### src/rtl/bip_control.sv
// ----------------------------------------------------------------------------
// bip_control
//
// Control unit for the BIP1 accumulator processor.
//   - Keeps the program counter and fetches 16-bit instructions from a
//     synchronous-read program memory (data returns one clock after the
//     address is presented).
//   - Decodes the opcode and drives the accumulator datapath selects, the
//     accumulator write enable, the ALU operation and the data-memory strobes.
//   - Run/halt control plus a cycle counter for the debug unit.
//
// Sequencing: IDLE -> FETCH -> EXEC [-> WB] -> FETCH ... -> HALT
//   Immediate / STO / NOP : FETCH, EXEC          (2 clocks)
//   LD / ADD / SUB        : FETCH, EXEC, WB      (3 clocks)
//
// Ports
//   i_clock        system clock, rising edge
//   i_reset        asynchronous, active-low reset
//   i_start        start pulse, honoured only in IDLE or HALT
//   i_instruction  program memory read data, valid one clock after o_pc_addr
//   o_pc_addr      program memory address (current PC)
//   o_selA         accumulator input select: 00 data mem, 01 operand, 10 ALU
//   o_selB         ALU B select: 0 data memory, 1 operand
//   o_WrAcc        accumulator write enable
//   o_Op           ALU op: 0 add, 1 sub
//   o_Operand      operand field to datapath / data memory address
//   o_RdRam        data memory read strobe
//   o_WrRam        data memory write strobe (stores accumulator)
//   o_done         high while in HALT
//   o_illegal      illegal opcode flag (only ever set when the trap is built)
//   o_cycle_count  clocks spent in FETCH/EXEC/WB since the last start
//
// Build option
//   BIP_ILLEGAL_TRAP_EN  when defined, an undefined opcode halts the machine
//                        with o_illegal=1 and the PC left on the offending
//                        instruction. When undefined, such opcodes are NOPs and
//                        o_illegal stays 0.
// ----------------------------------------------------------------------------
module bip_control #(
  parameter int NB_OPCODE  = 5,
  parameter int NB_OPERAND = 11,
  parameter int NB_ADDR    = 11,
  parameter int NB_COUNT   = 32
) (
  input  logic                            i_clock,
  input  logic                            i_reset,
  input  logic                            i_start,
  input  logic [NB_OPCODE+NB_OPERAND-1:0] i_instruction,
  output logic [NB_ADDR-1:0]              o_pc_addr,
  output logic [1:0]                      o_selA,
  output logic                            o_selB,
  output logic                            o_WrAcc,
  output logic                            o_Op,
  output logic [NB_OPERAND-1:0]           o_Operand,
  output logic                            o_RdRam,
  output logic                            o_WrRam,
  output logic                            o_done,
  output logic                            o_illegal,
  output logic [NB_COUNT-1:0]             o_cycle_count
);

  localparam int NB_INSTR = NB_OPCODE + NB_OPERAND;

  // Opcode map
  localparam logic [NB_OPCODE-1:0] OP_HLT  = NB_OPCODE'(0);
  localparam logic [NB_OPCODE-1:0] OP_STO  = NB_OPCODE'(1);
  localparam logic [NB_OPCODE-1:0] OP_LD   = NB_OPCODE'(2);
  localparam logic [NB_OPCODE-1:0] OP_LDI  = NB_OPCODE'(3);
  localparam logic [NB_OPCODE-1:0] OP_ADD  = NB_OPCODE'(4);
  localparam logic [NB_OPCODE-1:0] OP_ADDI = NB_OPCODE'(5);
  localparam logic [NB_OPCODE-1:0] OP_SUB  = NB_OPCODE'(6);
  localparam logic [NB_OPCODE-1:0] OP_SUBI = NB_OPCODE'(7);

  // Accumulator input select encodings
  localparam logic [1:0] SEL_RAM     = 2'b00;
  localparam logic [1:0] SEL_OPERAND = 2'b01;
  localparam logic [1:0] SEL_ALU     = 2'b10;

  localparam logic [NB_ADDR-1:0]  PC_ONE  = NB_ADDR'(1);
  localparam logic [NB_COUNT-1:0] CNT_ONE = NB_COUNT'(1);

  typedef enum logic [2:0] {
    S_IDLE,
    S_FETCH,
    S_EXEC,
    S_WB,
    S_HALT
  } state_e;

  state_e                state_q, state_d;
  logic [NB_ADDR-1:0]    pc_q,    pc_d;
  logic [NB_INSTR-1:0]   ir_q,    ir_d;
  logic [NB_COUNT-1:0]   count_q, count_d;
  logic                  illegal_q, illegal_d;

  logic [NB_OPCODE-1:0]  exec_opcode;
  logic [NB_OPCODE-1:0]  wb_opcode;
  logic                  count_en;

  // EXEC decodes the word arriving from program memory this cycle; WB decodes
  // the copy latched into IR at the end of EXEC.
  assign exec_opcode = i_instruction[NB_INSTR-1 -: NB_OPCODE];
  assign wb_opcode   = ir_q[NB_INSTR-1 -: NB_OPCODE];

  // --------------------------------------------------------------------------
  // Next-state and output decode
  // --------------------------------------------------------------------------
  always_comb begin
    // NOTE: every signal written here gets a default first, so no path through
    // the case statements can leave one unassigned and infer a latch.
    state_d   = state_q;
    pc_d      = pc_q;
    ir_d      = ir_q;
    count_d   = count_q;
    illegal_d = illegal_q;

    o_selA    = SEL_RAM;
    o_selB    = 1'b0;
    o_WrAcc   = 1'b0;
    o_Op      = 1'b0;
    o_RdRam   = 1'b0;
    o_WrRam   = 1'b0;
    o_Operand = ir_q[NB_OPERAND-1:0];

    case (state_q)
      S_IDLE: begin
        if (i_start) begin
          state_d = S_FETCH;
          pc_d    = '0;
          count_d = '0;
        end
      end

      S_FETCH: begin
        // o_pc_addr is already presenting the PC; the word comes back in EXEC.
        state_d = S_EXEC;
      end

      S_EXEC: begin
        ir_d      = i_instruction;
        o_Operand = i_instruction[NB_OPERAND-1:0];
        state_d   = S_FETCH;
        pc_d      = pc_q + PC_ONE;
        case (exec_opcode)
          OP_HLT: begin
            // PC stays on the HLT so the debugger sees where the program ended.
            state_d = S_HALT;
            pc_d    = pc_q;
          end
          OP_STO: begin
            o_WrRam = 1'b1;
          end
          OP_LD, OP_ADD, OP_SUB: begin
            // Memory operand: read now, write the accumulator in WB.
            o_RdRam = 1'b1;
            state_d = S_WB;
            pc_d    = pc_q;
          end
          OP_LDI: begin
            o_selA  = SEL_OPERAND;
            o_WrAcc = 1'b1;
          end
          OP_ADDI: begin
            o_selA  = SEL_ALU;
            o_selB  = 1'b1;
            o_WrAcc = 1'b1;
          end
          OP_SUBI: begin
            o_selA  = SEL_ALU;
            o_selB  = 1'b1;
            o_Op    = 1'b1;
            o_WrAcc = 1'b1;
          end
          default: begin
`ifdef BIP_ILLEGAL_TRAP_EN
            state_d   = S_HALT;
            pc_d      = pc_q;
            illegal_d = 1'b1;
`else
            // Undefined opcode: NOP, PC already advancing.
`endif
          end
        endcase
      end

      S_WB: begin
        // Only LD/ADD/SUB reach WB; the data-memory word is on the datapath.
        o_WrAcc = 1'b1;
        pc_d    = pc_q + PC_ONE;
        state_d = S_FETCH;
        case (wb_opcode)
          OP_ADD: begin
            o_selA = SEL_ALU;
          end
          OP_SUB: begin
            o_selA = SEL_ALU;
            o_Op   = 1'b1;
          end
          default: begin
            o_selA = SEL_RAM;
          end
        endcase
      end

      S_HALT: begin
        if (i_start) begin
          state_d   = S_FETCH;
          pc_d      = '0;
          count_d   = '0;
          illegal_d = 1'b0;
        end
      end

      default: begin
        state_d = S_IDLE;
      end
    endcase

    // The counter runs on every clock that stays inside FETCH/EXEC/WB; the
    // edge that retires the program into HALT is not counted, so a HLT costs
    // one counted clock (its FETCH).
    count_en = ((state_q == S_FETCH) || (state_q == S_EXEC) || (state_q == S_WB))
               && (state_d != S_HALT);
    if (count_en) begin
      count_d = count_q + CNT_ONE;
    end
  end

  // --------------------------------------------------------------------------
  // State registers
  // --------------------------------------------------------------------------
  // NOTE: sequential state uses non-blocking assignments so every register
  // samples the pre-edge values, independent of statement order.
  always_ff @(posedge i_clock or negedge i_reset) begin
    if (!i_reset) begin
      // NOTE: IR is reset as well, so o_Operand is a defined 0 out of reset
      // rather than whatever the flops power up with.
      state_q   <= S_IDLE;
      pc_q      <= '0;
      ir_q      <= '0;
      count_q   <= '0;
      illegal_q <= 1'b0;
    end else begin
      state_q   <= state_d;
      pc_q      <= pc_d;
      ir_q      <= ir_d;
      count_q   <= count_d;
      illegal_q <= illegal_d;
    end
  end

  assign o_pc_addr     = pc_q;
  assign o_done        = (state_q == S_HALT);
  assign o_cycle_count = count_q;

`ifdef BIP_ILLEGAL_TRAP_EN
  assign o_illegal = illegal_q;
`else
  // Without the trap nothing ever sets illegal_q; the flag is a constant 0.
  assign o_illegal = 1'b0 & illegal_q;
`endif

endmodule
### config.mk
export PLATFORM = sky130hd
export DESIGN_NAME = bip_control
export DESIGN_NICKNAME = d
export VERILOG_FILES = /design/src/rtl/bip_control.sv
export SDC_FILE = /design/constraint.sdc
export NUM_CORES = 1
export LEC_CHECK = 0
export ABC_AREA = 1
export CORE_ASPECT_RATIO = 0.7
export CORE_MARGIN = 5
export CORE_UTILIZATION = 46
export CTS_CLUSTER_DIAMETER = 60
export DETAILED_ROUTE_END_ITERATION = 6
export PLACE_DENSITY = 0.75
export SLEW_MARGIN = 25
export SYNTH_ARGS = -nofsm -noshare
export SYNTH_HDL_FRONTEND = slang
export SYNTH_SLANG_ARGS = --single-unit
### constraint.sdc
create_clock -name i_clock -period 1.4 [get_ports i_clock]
set_input_delay 0.14 -clock i_clock [delete_from_list [all_inputs] [get_ports i_clock]]
set_output_delay 0.14 -clock i_clock [all_outputs]
set_load 0.01 [all_outputs]
Word level (Yosys, flattened, before mapping)
Index checks and enable logic that the tools add are counted.
{"block": "op_classes", "order_cmp": 0, "shift": 0, "n_bitwise": 0, "muxes": 24, "mul": 0, "n_eq_ne": 16, "reduce_logical": 16, "n_div": 0, "addsub": 2}
{"cell": "32-bit two-way mux", "count": 3}
{"cell": "11-bit two-way mux", "count": 3}
{"cell": "11-bit one-hot mux with 3 select lines", "count": 1}
{"cell": "32-bit by 1-bit adder with 32-bit output, second input constant", "count": 1}
{"cell": "5-bit by 3-bit == test with 1-bit output, second input constant", "count": 6}
{"cell": "3-bit one-hot mux with 4 select lines", "count": 1}
{"cell": "11-bit by 1-bit adder with 11-bit output, second input constant", "count": 1}
{"cell": "5-bit by 2-bit == test with 1-bit output, second input constant", "count": 2}
{"cell": "1-bit two-way mux", "count": 9}
{"cell": "2-bit one-hot mux with 2 select lines", "count": 2}
{"cell": "3-bit by 2-bit == test with 1-bit output, second input constant", "count": 2}
{"cell": "3-bit one-hot mux with 2 select lines", "count": 1}
{"cell": "2-bit OR reduction", "count": 3}
{"cell": "3-bit OR reduction", "count": 2}
{"cell": "5-bit by 1-bit == test with 1-bit output, second input constant", "count": 1}
{"cell": "5-bit logical NOT", "count": 1}
{"cell": "1-bit one-hot mux with 2 select lines", "count": 2}
{"cell": "2-bit nonzero test", "count": 2}
{"cell": "4-bit OR reduction", "count": 1}
{"cell": "3-bit by 1-bit == test with 1-bit output, second input constant", "count": 1}
{"cell": "3-bit == test, second input constant", "count": 1}
{"cell": "3-bit logical NOT", "count": 1}
{"cell": "3-bit two-way mux", "count": 1}
{"cell": "3-bit != test, second input constant", "count": 1}
{"cell": "8 further kinds", "count": 9}
{"block": "word_totals", "rom_bits": 0, "ramBits": 0, "regBits": 62, "input_bits": 19, "output_inout_bits": 63, "n_memories": 0, "latch_bits": 0}

Depth between registers and ports, before layout
{"block": "depth", "depth_word": 8, "mapped_depth": 9, "mapped_depth_nobuf": 9}

Worst setup path before layout
OpenSTA, ideal clock, no wires.
{"block": "synth_path", "path_type": "register to register", "startpoint": "register count_q[0], in the netlist o_cycle_count[0]", "endpoint": "register count_q[16], in the netlist o_cycle_count[16]", "arrival_ns": 1.357, "path_stages_with_launch": 9, "t_required_ns": 1.283, "n_path_buf": 0, "setup_slack_ns": -0.074, "period_less_slack_ns": 1.474, "path_cell_list": "dfrtp_1 > ha_1 > nand3_1 > inv_1 > nand2_1 > inv_1 > nand4_1 > nand3_1 > nand2_1"}
{"block": "synth_via", "elab_chain_len": 2}
{"item": "from (decl)", "line_no": "93", "rtl": "logic [NB_COUNT-1:0] count_q, count_d;"}
{"item": "from (signal assigned)", "line_no": "247", "rtl": "count_q <= count_d;"}
{"item": "32-bit by 1-bit adder with 32-bit output", "line_no": "225", "rtl": "count_d = count_q + CNT_ONE;"}
{"item": "32-bit two-way mux", "line_no": "224", "rtl": "if (count_en) begin"}
No other way between the ends.
A chain may end at the register's enable or synchronous reset.

Final worst setup path
{"block": "layout_path", "startpoint": "register state_q[2]", "endpoint": "register count_q[18], in the netlist o_cycle_count[18]"}
{"block": "layout_via", "elab_chain_len": 7, "word_cells_on_any_way": 16, "classes_between": "eq/ne: 5; mux: 3; reduce/logical: 8"}
{"item": "from (decl)", "line_no": "90", "rtl": "state_e state_q, state_d;"}
{"item": "from (signal assigned)", "line_no": "244", "rtl": "state_q <= state_d;"}
{"item": "3-bit == test or 3-bit logical NOT (tied branches)", "line_no": "125", "rtl": "case (state_q)"}
{"item": "2-bit OR reduction (no line)"}
{"item": "3-bit one-hot mux with 4 select lines", "line_no": "125"}
{"item": "3-bit != test", "line_no": "223", "rtl": "&& (state_d != S_HALT);"}
{"item": "1-bit logical AND", "line_no": "223"}
{"item": "2-bit nonzero test (no line)"}
{"item": "2-bit AND reduction (no line)"}
Several ways; a longest one is shown, not always the timed one.

==> impl_summary.log <==
INFO  metric grt_overflow_total = 0
INFO  metric synth.area.top_cells = sky130_fd_sc_hd__dfrtp_1, sky130_fd_sc_hd__nand2_1, sky130_fd_sc_hd__nand3_1, sky130_fd_sc_hd__nor2_1, sky130_fd_sc_hd__inv_1
INFO  metric post_drt_wl_per_cell = around 17 um
INFO  metric clk_pin_slew_worst_setup_hold_paths = 0.06 ns
INFO  metric grt_max_degree = 63
INFO  metric drt_drc_violations_left = 0
INFO  metric routability_congestion_estimate_from_global_placement = 0.938
INFO  metric fp.dieW = around 120 um
INFO  metric ys_types = 33
INFO  metric overall_routed_net_length = around 14 mm
INFO  metric hold_slack = around 0.38 ns
INFO  metric cap_viol_max_count = 0
INFO  metric setup_repair_after_global_routing_missed_its_margin = yes
INFO  metric layout_worst_path_cycle_share = 123%
INFO  metric floorplan.die_area = around 9900 um2
INFO  metric grt_pass1_wl = 21.1 mm
INFO  metric design_power_total = approximately 11 mW
INFO  metric initial_utilization = 47.0%
INFO  metric num-nets-final = between 700 and 800
INFO  metric drt-initial-drc-count = 511
INFO  metric final_cell_mix = sky130_fd_sc_hd__nand2_1, sky130_fd_sc_hd__buf_4, sky130_fd_sc_hd__nor2_1
INFO  metric ys_seq_area_share = between 40% and 50%
INFO  metric mappedNetlistArea = roughly 3700 um2
INFO  metric ir_drop = approximately 0.0014 V
INFO  metric ctsHtreeMaxLevel = 3
INFO  metric yosys_warnings = 0
INFO  metric post-place-cells = 774
INFO  metric max-clock-path-buffers = 2
INFO  metric r2r_cells = 11
INFO  metric clock_skew = a little under 0.006 ns
INFO  metric critPathRequiredTime = 1.61 ns
INFO  metric vias_per_cell = 5.54
INFO  metric crit_path_cell_trace = inv_2, nand2_4, nor2_4, buf_6, clkbuf_16, buf_8, a21oi_4, buf_12, clkbuf_16, nand3_2, nand2_1
INFO  metric post-dp-hpwl = roughly 8.3 mm
INFO  metric power.density = between 1500 and 2000 nW/um2
INFO  metric post-place-ws = -0.465 ns
INFO  metric final_period_minus_worst_setup_slack = 1.73 ns
INFO  metric tritoncts_num_sinks = 62
INFO  metric final_hold_viol_count = 0
INFO  metric ctsRootBufferMaster = sky130_fd_sc_hd__clkbuf_16
INFO  metric static-leakage-power = around 3.2 nW
INFO  metric drv_slew = 0
INFO  metric worstSetupStartpointType = flop
INFO  metric critical-path-top-cell-by-count = sky130_fd_sc_hd__clkbuf_16
INFO  metric hold_class = input port to async pin
INFO  metric cts_inserted_buffers = 9
INFO  metric areaGrowthSynthToFinish = 70.1%
INFO  metric globalRouteTotalUtil = between 20% and 30%
INFO  metric path_class = flop to flop
INFO  metric timing.critical_path.depth = 11
INFO  metric most_common_cell_after_layout_fill_and_taps_aside = sky130_fd_sc_hd__nand2_1
INFO  metric critPathCaptureType = flop
INFO  metric tritoncts = built
INFO  metric yosys_top_cell_area_share = ~42%
INFO  metric antenna_violating_nets_post_route = 0
INFO  metric buffer_ports.inserted = 80
INFO  metric die-height = 84.8 um
INFO  metric critical_path.n_buffers_inverters = 6
INFO  metric cp_slowest_stage_delay = roughly 0.40 ns
INFO  metric route.vias.total = 4,623
INFO  metric ioPinCount = 82
INFO  metric synth-seq-cells = between 60 and 70
INFO  metric synth_largest_area_cell = sky130_fd_sc_hd__dfrtp_1
INFO  metric critPathSlowestCell = sky130_fd_sc_hd__dfrtp_1
INFO  metric synth_fp_nets = 556
INFO  metric syn-instance-count = approximately 540
INFO  metric via_count_of_the_first_global_routing_pass = approximately 4,300
INFO  metric nFillCells = between 400 and 500
INFO  metric dominant_delay_contributor_by_cell_family_on_the_critical_path = buffers and inverters
INFO  metric critPathArrivalTime = roughly 1.9 ns
INFO  metric clock.fmax = slightly below 600 MHz
INFO  metric stdcell_count = between 800 and 900
INFO  metric run_status = finished with violations
INFO  metric floorplan.rows = 27
INFO  metric grt_antenna_before_repair = 0
INFO  metric drt_pre_antenna_iters = 6
INFO  metric setup_viol = 64
INFO  metric timing.final.ws_setup = -0.328 ns
INFO  metric worstPathMaxFanout = 9
INFO  metric syn-mean-instance-area = slightly below 7 um2
INFO  metric source_to_sink_clock_delay_at_the_later_pin_of_the_worst_skew_pair = around 0.33 ns
INFO  metric floorplan.core_area = a little under 8000 um2
INFO  metric antenna_cells_inserted = 0
INFO  metric failed_checks = setup timing
INFO  metric final_layout_size_suffix_gt1_share = roughly a third
[sequential cells by signal, indices dropped and copies added (netlist names)]
register and flops:
o_cycle_count 32, o_pc_addr 11, state_q 3, ir_q 16
[synthesized netlist by cell type]
library cell,count
sky130_fd_sc_hd__nor3_4,1
sky130_fd_sc_hd__clkbuf_1,3
sky130_fd_sc_hd__inv_2,5
sky130_fd_sc_hd__and3_1,1
sky130_fd_sc_hd__inv_1,44
sky130_fd_sc_hd__xor2_1,7
sky130_fd_sc_hd__a31oi_1,1
sky130_fd_sc_hd__dfrtp_1,62
sky130_fd_sc_hd__nand3_1,84
sky130_fd_sc_hd__or2_2,7
sky130_fd_sc_hd__nand2_2,2
sky130_fd_sc_hd__a21oi_2,1
sky130_fd_sc_hd__ha_1,2
sky130_fd_sc_hd__buf_6,2
sky130_fd_sc_hd__o21bai_1,3
sky130_fd_sc_hd__nor3_1,2
sky130_fd_sc_hd__nand3b_1,3
sky130_fd_sc_hd__buf_2,7
sky130_fd_sc_hd__o21ai_1,7
sky130_fd_sc_hd__nor2_2,4
sky130_fd_sc_hd__nor2_1,63
sky130_fd_sc_hd__o21ai_0,19
sky130_fd_sc_hd__nand4_1,9
sky130_fd_sc_hd__nor2_4,1
sky130_fd_sc_hd__o22ai_1,1
sky130_fd_sc_hd__xnor2_1,1
sky130_fd_sc_hd__conb_1,1
sky130_fd_sc_hd__a21oi_1,3
sky130_fd_sc_hd__buf_4,1
sky130_fd_sc_hd__a21o_1,1
sky130_fd_sc_hd__nand2_1,185
sky130_fd_sc_hd__o21a_1,1
sky130_fd_sc_hd__nand2_4,1
[metal layers]
layer / up-vias / GRT usage [%] / part of all wire (%)
met4: 0 / 6.98 / 2.6
li1: 2103 / - / -
met1: 2182 / 36.3 / 41
met5: - / 0 / 0
met2: 293 / 43.2 / 47
met3: 45 / 5.77 / 9.8
[final timing paths]
path / from / end / slack, ns
worst max-delay path: state_q[2] / o_cycle_count[18] / -0.33
max in group asynchronous: i_reset / o_cycle_count[20] / 0.71
worst min register to register: ir_q[4] / ir_q[4] / 0.49
worst min-delay path: i_reset / ir_q[10] / 0.38
worst max register to register: state_q[2] / o_cycle_count[18] / -0.33
min in group i_clock: i_instruction[6] / ir_q[6] / 0.40
[cell type report]
type                    count  area, um2  share of cell area (%)
clock inverters             5       57.6                   0.919
multi-input cells         411       2210                    35.3
well taps                 101        126                    2.02
inverters                  49        184                    2.94
flip-flops and latches     62       1560                    24.9
repair buffers            195       1870                    29.9
clock buffers              11        253                    4.04
[metrics by stage]
stage          utilization [%]  setup TNS, ns  area, um2
2_1_floorplan                -         -0.503       3800
3_3_place_gp              67.2         -14.46       5270
3_5_place_dp              67.2         -17.67       5270
4_1_cts                   74.5          -9.42       5840
5_1_grt                   79.9         -17.89       6260
6_report                  79.9         -13.70       6260
[tightest hold or removal path, cell delays in order]
cell and delay (ns):
sky130_fd_sc_hd__dlygate4sd3_1 0.54, sky130_fd_sc_hd__buf_2 0.13, sky130_fd_sc_hd__buf_12 0.30
[timing repair]
item | CTS | global route
hold endpoints to repair | 62 | 0
pin swaps | 11 | 31
setup buffers | 31 | 8
hold buffers | 1 | 0
setup endpoints to repair | 105 | 66
gates resized for setup | 145 | 73
gates cloned | 3 | 3
[cell families after synthesis]
logic type / count (synthesis) / synth area share, %
compound gates: 37 / 5.54
xor+xnor: 8 / 1.90
fa+ha+maj: 2 / 0.680
buf+inv: 62 / 7.07
flops: 62 / 42.1
other cells: 1 / 0.102
simple gates: 363 / 42.6
[power by group]
group	switching, mW	total [mW]	leakage, nW	internal, mW
Clock	0.851	2.32	0.144	1.47
Sequential	0.333	2.58	0.810	2.24
Combinational	3.22	6.46	2.20	3.24
(Power assumes the default switching activity.)
